==> config.mk <==
export PLATFORM = sky130hd
export DESIGN_NAME = alu_responder
export DESIGN_NICKNAME = d
export VERILOG_FILES = /design/src/rtl/alu_pkg.sv /design/src/rtl/alu_iter_mul.sv /design/src/rtl/alu_responder.sv
export SDC_FILE = /design/constraint.sdc
export NUM_CORES = 1
export LEC_CHECK = 0
export CORE_AREA = 10 10 194 214
export CTS_BUF_LIST = sky130_fd_sc_hd__clkbuf_4
export CTS_CLUSTER_DIAMETER = 120
export DETAILED_ROUTE_END_ITERATION = 10
export DIE_AREA = 0 0 204 224
export GPL_TIMING_DRIVEN = 1
export PLACE_DENSITY = 0.74
export SYNTH_ARGS = -nofsm -noshare
export SYNTH_HDL_FRONTEND = slang
export SYNTH_SLANG_ARGS = --single-unit
==> constraint.sdc <==
create_clock -name clk -period 3.4 [get_ports clk]
set_clock_uncertainty 0.2 [all_clocks]
set_input_delay 0.68 -clock clk [delete_from_list [all_inputs] [get_ports clk]]
set_output_delay 0.68 -clock clk [all_outputs]
set_load 0.005 [all_outputs]
==> src/rtl/alu_pkg.sv <==
`default_nettype none
// ============================================================================
// Module   : alu_pkg
// Brief    : Shared constants for the handshaked ALU execution unit:
//            default datapath width, opcode map and FSM state encoding.
// Revision : 1.0 - initial release
// ============================================================================
package alu_pkg;

    localparam int ALU_WIDTH = 32;

    localparam logic [3:0] OP_NOT = 4'd0;
    localparam logic [3:0] OP_AND = 4'd1;
    localparam logic [3:0] OP_OR  = 4'd2;
    localparam logic [3:0] OP_XOR = 4'd3;
    localparam logic [3:0] OP_ADD = 4'd4;
    localparam logic [3:0] OP_SUB = 4'd5;
    localparam logic [3:0] OP_SHL = 4'd6;
    localparam logic [3:0] OP_MUL = 4'd7;

    localparam logic [1:0] ST_IDLE = 2'd0;
    localparam logic [1:0] ST_BUSY = 2'd1;
    localparam logic [1:0] ST_DONE = 2'd2;

endpackage : alu_pkg
`default_nettype wire

==> src/rtl/alu_iter_mul.sv <==
`default_nettype none
// ============================================================================
// Module   : alu_iter_mul
// Brief    : Shift-add multiplier core. i_start loads the operands and clears
//            the accumulator; every i_step cycle adds the shifted multiplicand
//            when the current multiplier LSB is set. The sequencing (how many
//            steps) is owned by the caller.
// Revision : 1.0 - initial release
// ============================================================================
module alu_iter_mul #(
    parameter int WIDTH = 32
) (
    input  logic             clk,
    input  logic             rst_n,
    input  logic             i_start,
    input  logic             i_step,
    input  logic [WIDTH-1:0] i_a,
    input  logic [WIDTH-1:0] i_b,
    output logic [WIDTH-1:0] o_acc_next
);

    logic [WIDTH-1:0] r_a;
    logic [WIDTH-1:0] r_b;
    logic [WIDTH-1:0] r_acc;

    // Accumulator value after the current step; the caller latches this on
    // the final step so the product is ready without an extra cycle.
    assign o_acc_next = r_acc + (r_b[0] ? r_a : '0);

    // Load on start, otherwise shift multiplicand left / multiplier right.
    always_ff @(posedge clk or negedge rst_n) begin
        if (!rst_n) begin
            r_a   <= '0;
            r_b   <= '0;
            r_acc <= '0;
        end else if (i_start) begin
            r_a   <= i_a;
            r_b   <= i_b;
            r_acc <= '0;
        end else if (i_step) begin
            r_a   <= r_a << 1;
            r_b   <= r_b >> 1;
            r_acc <= o_acc_next;
        end
    end

endmodule : alu_iter_mul
`default_nettype wire

==> src/rtl/alu_responder.sv <==
`default_nettype none
// ============================================================================
// Module   : alu_responder
// Brief    : Handshaked ALU execution unit. Accepts one request at a time,
//            resolves logic/add/sub in the accept cycle, iterates SHL (one bit
//            per cycle) and MUL (one multiplier bit per cycle), and holds the
//            result on the response channel until it is consumed.
// Revision : 1.0 - initial release
// ============================================================================
module alu_responder
    import alu_pkg::*;
#(
    parameter int WIDTH      = ALU_WIDTH,
    parameter int MUL_CYCLES = WIDTH
) (
    input  logic             clk,
    input  logic             rst_n,
    input  logic             req_valid,
    output logic             req_ready,
    input  logic [3:0]       req_op,
    input  logic [WIDTH-1:0] req_a,
    input  logic [WIDTH-1:0] req_b,
    output logic             rsp_valid,
    input  logic             rsp_ready,
    output logic [WIDTH-1:0] rsp_data,
    output logic             rsp_carry,
    output logic             rsp_zero,
    output logic             rsp_err
);

    localparam int CNT_W = $clog2(MUL_CYCLES + 1);

    logic [1:0]       r_state;
    logic [CNT_W-1:0] r_cnt;
    logic             r_is_mul;
    logic [WIDTH-1:0] r_shacc;
    logic [WIDTH-1:0] r_data;
    logic             r_carry;
    logic             r_zero;
    logic             r_err;

    logic [4:0]       w_shamt;
    logic [WIDTH:0]   w_sum;
    logic [WIDTH:0]   w_diff;
    logic [WIDTH-1:0] w_res;
    logic             w_carry;
    logic             w_err;
    logic             w_iter;
    logic             w_accept;
    logic             w_mul_start;
    logic             w_mul_step;
    logic [WIDTH-1:0] w_mul_next;
    logic [WIDTH-1:0] w_iter_res;

    assign req_ready = (r_state == ST_IDLE);
    assign rsp_valid = (r_state == ST_DONE);
    assign rsp_data  = r_data;
    assign rsp_carry = r_carry;
    assign rsp_zero  = r_zero;
    assign rsp_err   = r_err;

    assign w_accept    = req_ready && req_valid;
    assign w_shamt     = req_b[4:0];
    assign w_sum       = {1'b0, req_a} + {1'b0, req_b};
    assign w_diff      = {1'b0, req_a} + {1'b0, ~req_b} + {{WIDTH{1'b0}}, 1'b1};
    assign w_mul_start = w_accept && (req_op == OP_MUL);
    assign w_mul_step  = (r_state == ST_BUSY) && r_is_mul;
    assign w_iter_res  = r_is_mul ? w_mul_next : (r_shacc << 1);

    // Accept-cycle datapath; a zero-distance SHL is resolved here as well.
    always_comb begin
        w_res   = '0;
        w_carry = 1'b0;
        w_err   = 1'b0;
        w_iter  = 1'b0;
        case (req_op)
            OP_NOT: w_res = ~req_a;
            OP_AND: w_res = req_a & req_b;
            OP_OR:  w_res = req_a | req_b;
            OP_XOR: w_res = req_a ^ req_b;
            OP_ADD: begin
                w_res   = w_sum[WIDTH-1:0];
                w_carry = w_sum[WIDTH];
            end
            OP_SUB: begin
                w_res   = w_diff[WIDTH-1:0];
                w_carry = w_diff[WIDTH];
            end
            OP_SHL: begin
                w_res  = req_a;
                w_iter = (w_shamt != 5'd0);
            end
            OP_MUL: w_iter = 1'b1;
            default: w_err = 1'b1;
        endcase
    end

    alu_iter_mul #(
        .WIDTH (WIDTH)
    ) u_mul (
        .clk        (clk),
        .rst_n      (rst_n),
        .i_start    (w_mul_start),
        .i_step     (w_mul_step),
        .i_a        (req_a),
        .i_b        (req_b),
        .o_acc_next (w_mul_next)
    );

    // Control FSM plus registered response; the result only changes on the
    // transition into DONE so it stays stable under backpressure.
    always_ff @(posedge clk or negedge rst_n) begin
        if (!rst_n) begin
            r_state  <= ST_IDLE;
            r_cnt    <= '0;
            r_is_mul <= 1'b0;
            r_shacc  <= '0;
            r_data   <= '0;
            r_carry  <= 1'b0;
            r_zero   <= 1'b0;
            r_err    <= 1'b0;
        end else begin
            case (r_state)
                ST_IDLE: begin
                    if (req_valid) begin
                        r_is_mul <= (req_op == OP_MUL);
                        r_shacc  <= req_a;
                        if (w_iter) begin
                            r_state <= ST_BUSY;
                            r_cnt   <= (req_op == OP_MUL) ? CNT_W'(MUL_CYCLES)
                                                          : CNT_W'(w_shamt);
                        end else begin
                            r_state <= ST_DONE;
                            r_data  <= w_res;
                            r_carry <= w_carry;
                            r_zero  <= (w_res == '0);
                            r_err   <= w_err;
                        end
                    end
                end
                ST_BUSY: begin
                    r_cnt   <= r_cnt - CNT_W'(1);
                    r_shacc <= r_shacc << 1;
                    if (r_cnt == CNT_W'(1)) begin
                        r_state <= ST_DONE;
                        r_data  <= w_iter_res;
                        r_carry <= 1'b0;
                        r_zero  <= (w_iter_res == '0);
                        r_err   <= 1'b0;
                    end
                end
                ST_DONE: begin
                    if (rsp_ready) begin
                        r_state <= ST_IDLE;
                    end
                end
                default: r_state <= ST_IDLE;
            endcase
        end
    end

endmodule : alu_responder
`default_nettype wire

==> impl_metrics.py <==
metrics = {
    "global_route": {
        "grtUsageMet1_pct": 40.3,
        "use_met3_pct": 4.84,
        "grt_pass1_vias": 19038,
        "grt_start_max_net_pins": 66,
        "grt_overflow": 0,
        "top_usage_layer": "met2",
        "grt.total_usage_pct": 29.8,
        "antenna_found_initial": 2,
        "grt_pass1_wl_um": 108000,
        "met2_usage_pct": 47.7,
    },
    "placed_design": {
        "dpl.hpwl_um": 55800,
        "gp_congestion": 1.00,
        "port_buffers": 108,
        "place_area_mm2": 0.0225,
    },
    "critical_path": {
        "cp_max_fo": 17,
        "crit_type": "register to register",
        "critPathArrivalTime_ns": 4.21,
        "worstPathRequired_ns": 3.82,
        "cp-start-kind": "register",
        "crit_path_end_kind": "register",
    },
    "floorplanning": {
        "coreArea_mm2": 0.0369,
        "chipHeight_um": 224,
        "die_w_um": 204,
        "ios": 109,
        "rows": 74,
        "die-area_mm2": 0.0457,
        "start_util_pct": 44.4,
    },
    "yosys": {
        "synthDistinctLibCells": 88,
        "synth_ff_type": "dfrtp_1",
        "avgSynthCellArea_um2": 7.53,
        "synth_top_area_share_pct": 26.1,
        "synth_warnings": 0,
        "synthTopCellsByCount": "nand2_1 (289), a21oi_1 (190), nor2_1 (176)",
        "synthCells": 2179,
        "syn_nets": 2389,
        "ys_async_sr_fraction_pct": 100,
        "seq_area_frac_synth_pct": 26.1,
        "synth_most_common_cell": "nand2_1",
        "synth_area_mm2": 0.0164,
        "synth_largest_area_cell": "dfrtp_1",
        "synth-edff-count": 0,
        "ys_ff_latch": 171,
        "ys_top_cells_by_area": "dfrtp_1 (26%), ha_1 (10%), nand2_1 (6.6%), a21oi_1 (5.8%), o21ai_0 (5.3%)",
    },
    "clocking": {
        "cts_max_level": 4,
        "clockBufferDepth": 2,
        "clk_pin_slew_ns": 0.21,
        "cts_tree": "yes",
        "cts_buffers": 17,
        "cts.sinks": 171,
        "cts_root_buffer": "clkbuf_4",
        "clk_latency_ns": 0.70,
    },
    "final_layout": {
        "layout.nets": 3026,
        "stdcell_area_mm2": 0.0245,
        "synthToLayoutAreaGrowth_pct": 49.4,
        "drive_gt1_share_pct": 33.7,
    },
    "sta": {
        "finalSetupViolCount": 14,
        "relSlewSlack_pct": 21.4,
        "fin_crit_ns": 3.79,
        "holdWs_ns": 0.0602,
        "max_slew.worst_pin.slew_ns": 1.17,
        "layout_setup_ws_ns": -0.390,
        "fin_crit_sh_pct": 111,
        "hold_viol": 0,
        "fmax_ghz": 0.264,
        "grt_setup_unrepaired": "yes",
        "drv_slew": 0,
    },
    "route": {
        "ant_nets": 0,
        "drt-initial-drc-count": 2050,
        "vias_per_cell": 5.89,
        "drtPass1Iterations": 6,
        "drc": 0,
        "dr_total_vias": 19581,
        "post_drt_wl_per_cell_um": 21.4,
        "routed_wl_um": 71100,
    },
    "worst_hold_path": {
        "min_path_type": "primary input to register",
    },
    "pwr": {
        "total_power_mw": 14.8,
        "p_per_area_mw_per_mm2": 603,
        "p_leak_nw": 11.6,
        "max-vdd-ir-drop_uv": 546,
    },
    "run_status": {
        "status": "finished with violations",
        "violations": "setup timing",
    },
    "run": {
        "cap_violations": 0,
    },
}
-- state kept, by name (all words and copies together) (netlist names) --
signal	flops
r_cnt	6
r_is_mul	1
r_shacc	31
r_state	2
rsp_carry	1
rsp_data	32
rsp_err	1
rsp_zero	1
u_mul.r_a	32
u_mul.r_acc	32
u_mul.r_b	32
-- critical path, stage by stage (launching register included) --
cell       delay (ns)
dfrtp_1          0.43
buf_12           0.15
buf_12           0.14
and2_1           0.16
ha_1             0.29
buf_4            0.19
a31oi_2          0.24
o21bai_1         0.11
a21o_1           0.21
a221oi_4         0.32
xnor2_2          0.15
mux2_4           0.29
a2111o_1         0.32
a2111oi_4        0.22
nand4_1          0.20
nand3_1          0.10
-- what timing repair did --
item,4_1_cts,5_1_grt
hold buffers,1,0
pin swaps,54,77
gates resized for setup,116,209
setup buffers,25,20
cloned,0,1
setup endpoints to repair,26,30
endpoints found under the hold margin,54,0
-- cells by family after synthesis --
| group | Yosys count | share of synthesized area (%) |
|---|---|---|
| and+or+nand+nor | 772 | 22.1 |
| adders and majority gates | 138 | 10.7 |
| DFF | 171 | 26.1 |
| buffers and inverters | 264 | 6.17 |
| muxes | 61 | 3.96 |
| xor gates and xnor gates | 38 | 2.03 |
| AOI/OAI and AO/OA | 735 | 29.1 |
-- per-layer routing --
| metal | vias to the layer above | part of all wire (%) | wire length [µm] |
|---|---|---|---|
| met4 | 0 | 3.2 | 2290 |
| li1 | 9153 | - | - |
| met3 | 126 | 7.4 | 5240 |
| met1 | 9487 | 44 | 31200 |
| met2 | 815 | 46 | 32400 |
| met5 | - | 0 | 0 |
-- final timing paths --
path	start	end	slack, ns	depth (start not counted)
min	req_b[5]	u_mul.r_b[5]	0.06	3
min reg2reg	u_mul.r_b[15]	u_mul.r_b[14]	0.30	2
max	u_mul.r_b[0]	rsp_zero	-0.39	15
max reg2reg	u_mul.r_b[0]	rsp_zero	-0.39	15
min in group asynchronous	rst_n	u_mul.r_b[7]	0.25	2
max in group asynchronous	rst_n	u_mul.r_b[15]	1.86	3
-- power breakdown --
group          leakage [nW]  internal [mW]  switching (mW)
logic                  9.27           4.81            4.89
registers              2.13           2.97           0.733
clock network         0.168          0.418           0.963
total                  11.6           8.21            6.59
-- stage by stage --
step,setup slack [ns],setup TNS [ns],instances,util (%)
after floorplan,-0.0888,-0.0888,2179,-
after global placement,-1.21,-21.92,3247,60.8
after detailed placement,-1.18,-23.16,3247,60.8
after CTS,-0.369,-2.08,3305,63.8
after global routing,-0.478,-4.22,3324,66.4
final,-0.390,-1.86,3325,66.4
-- placed cells by master (no fill, tap or decap), drive strengths merged, types with 13 or more instances in the layout --
cell,synthesis,final
clkbuf,119,20
nand2b,18,18
and3,17,17
nor3,61,61
o31ai,23,23
a21oi,190,190
nor2,176,176
a211oi,47,47
clkdlybuf4s50,0,76
nand4,26,26
o21bai,17,17
inv,115,122
o21ai,197,197
nand3,50,50
o211ai,24,24
nor4,17,17
mux2i,50,50
buf,30,662
or3,15,15
and2,36,36
a21o,30,30
dfrtp,171,171
a22oi,36,36
dlymetal6s2s,0,24
nand2,289,289
ha,135,135
a221o,23,23
a22o,13,13
xnor2,27,27
o22ai,19,19
a211o,16,16
nor2b,27,27
a31oi,14,14
-- area by class of cell --
| type | instances | area (µm²) |
|---|---|---|
| clock inverter | 15 | 196 |
| inverter | 115 | 435 |
| sequential | 171 | 4280 |
| fill | 3067 | 12400 |
| antenna | 2 | 5.00 |
| clock buffer | 17 | 128 |
| timing repair buffer | 767 | 6360 |
| tap | 494 | 618 |
| multi-input combinational | 1744 | 12500 |
Power figures use the tool's default switching activity.
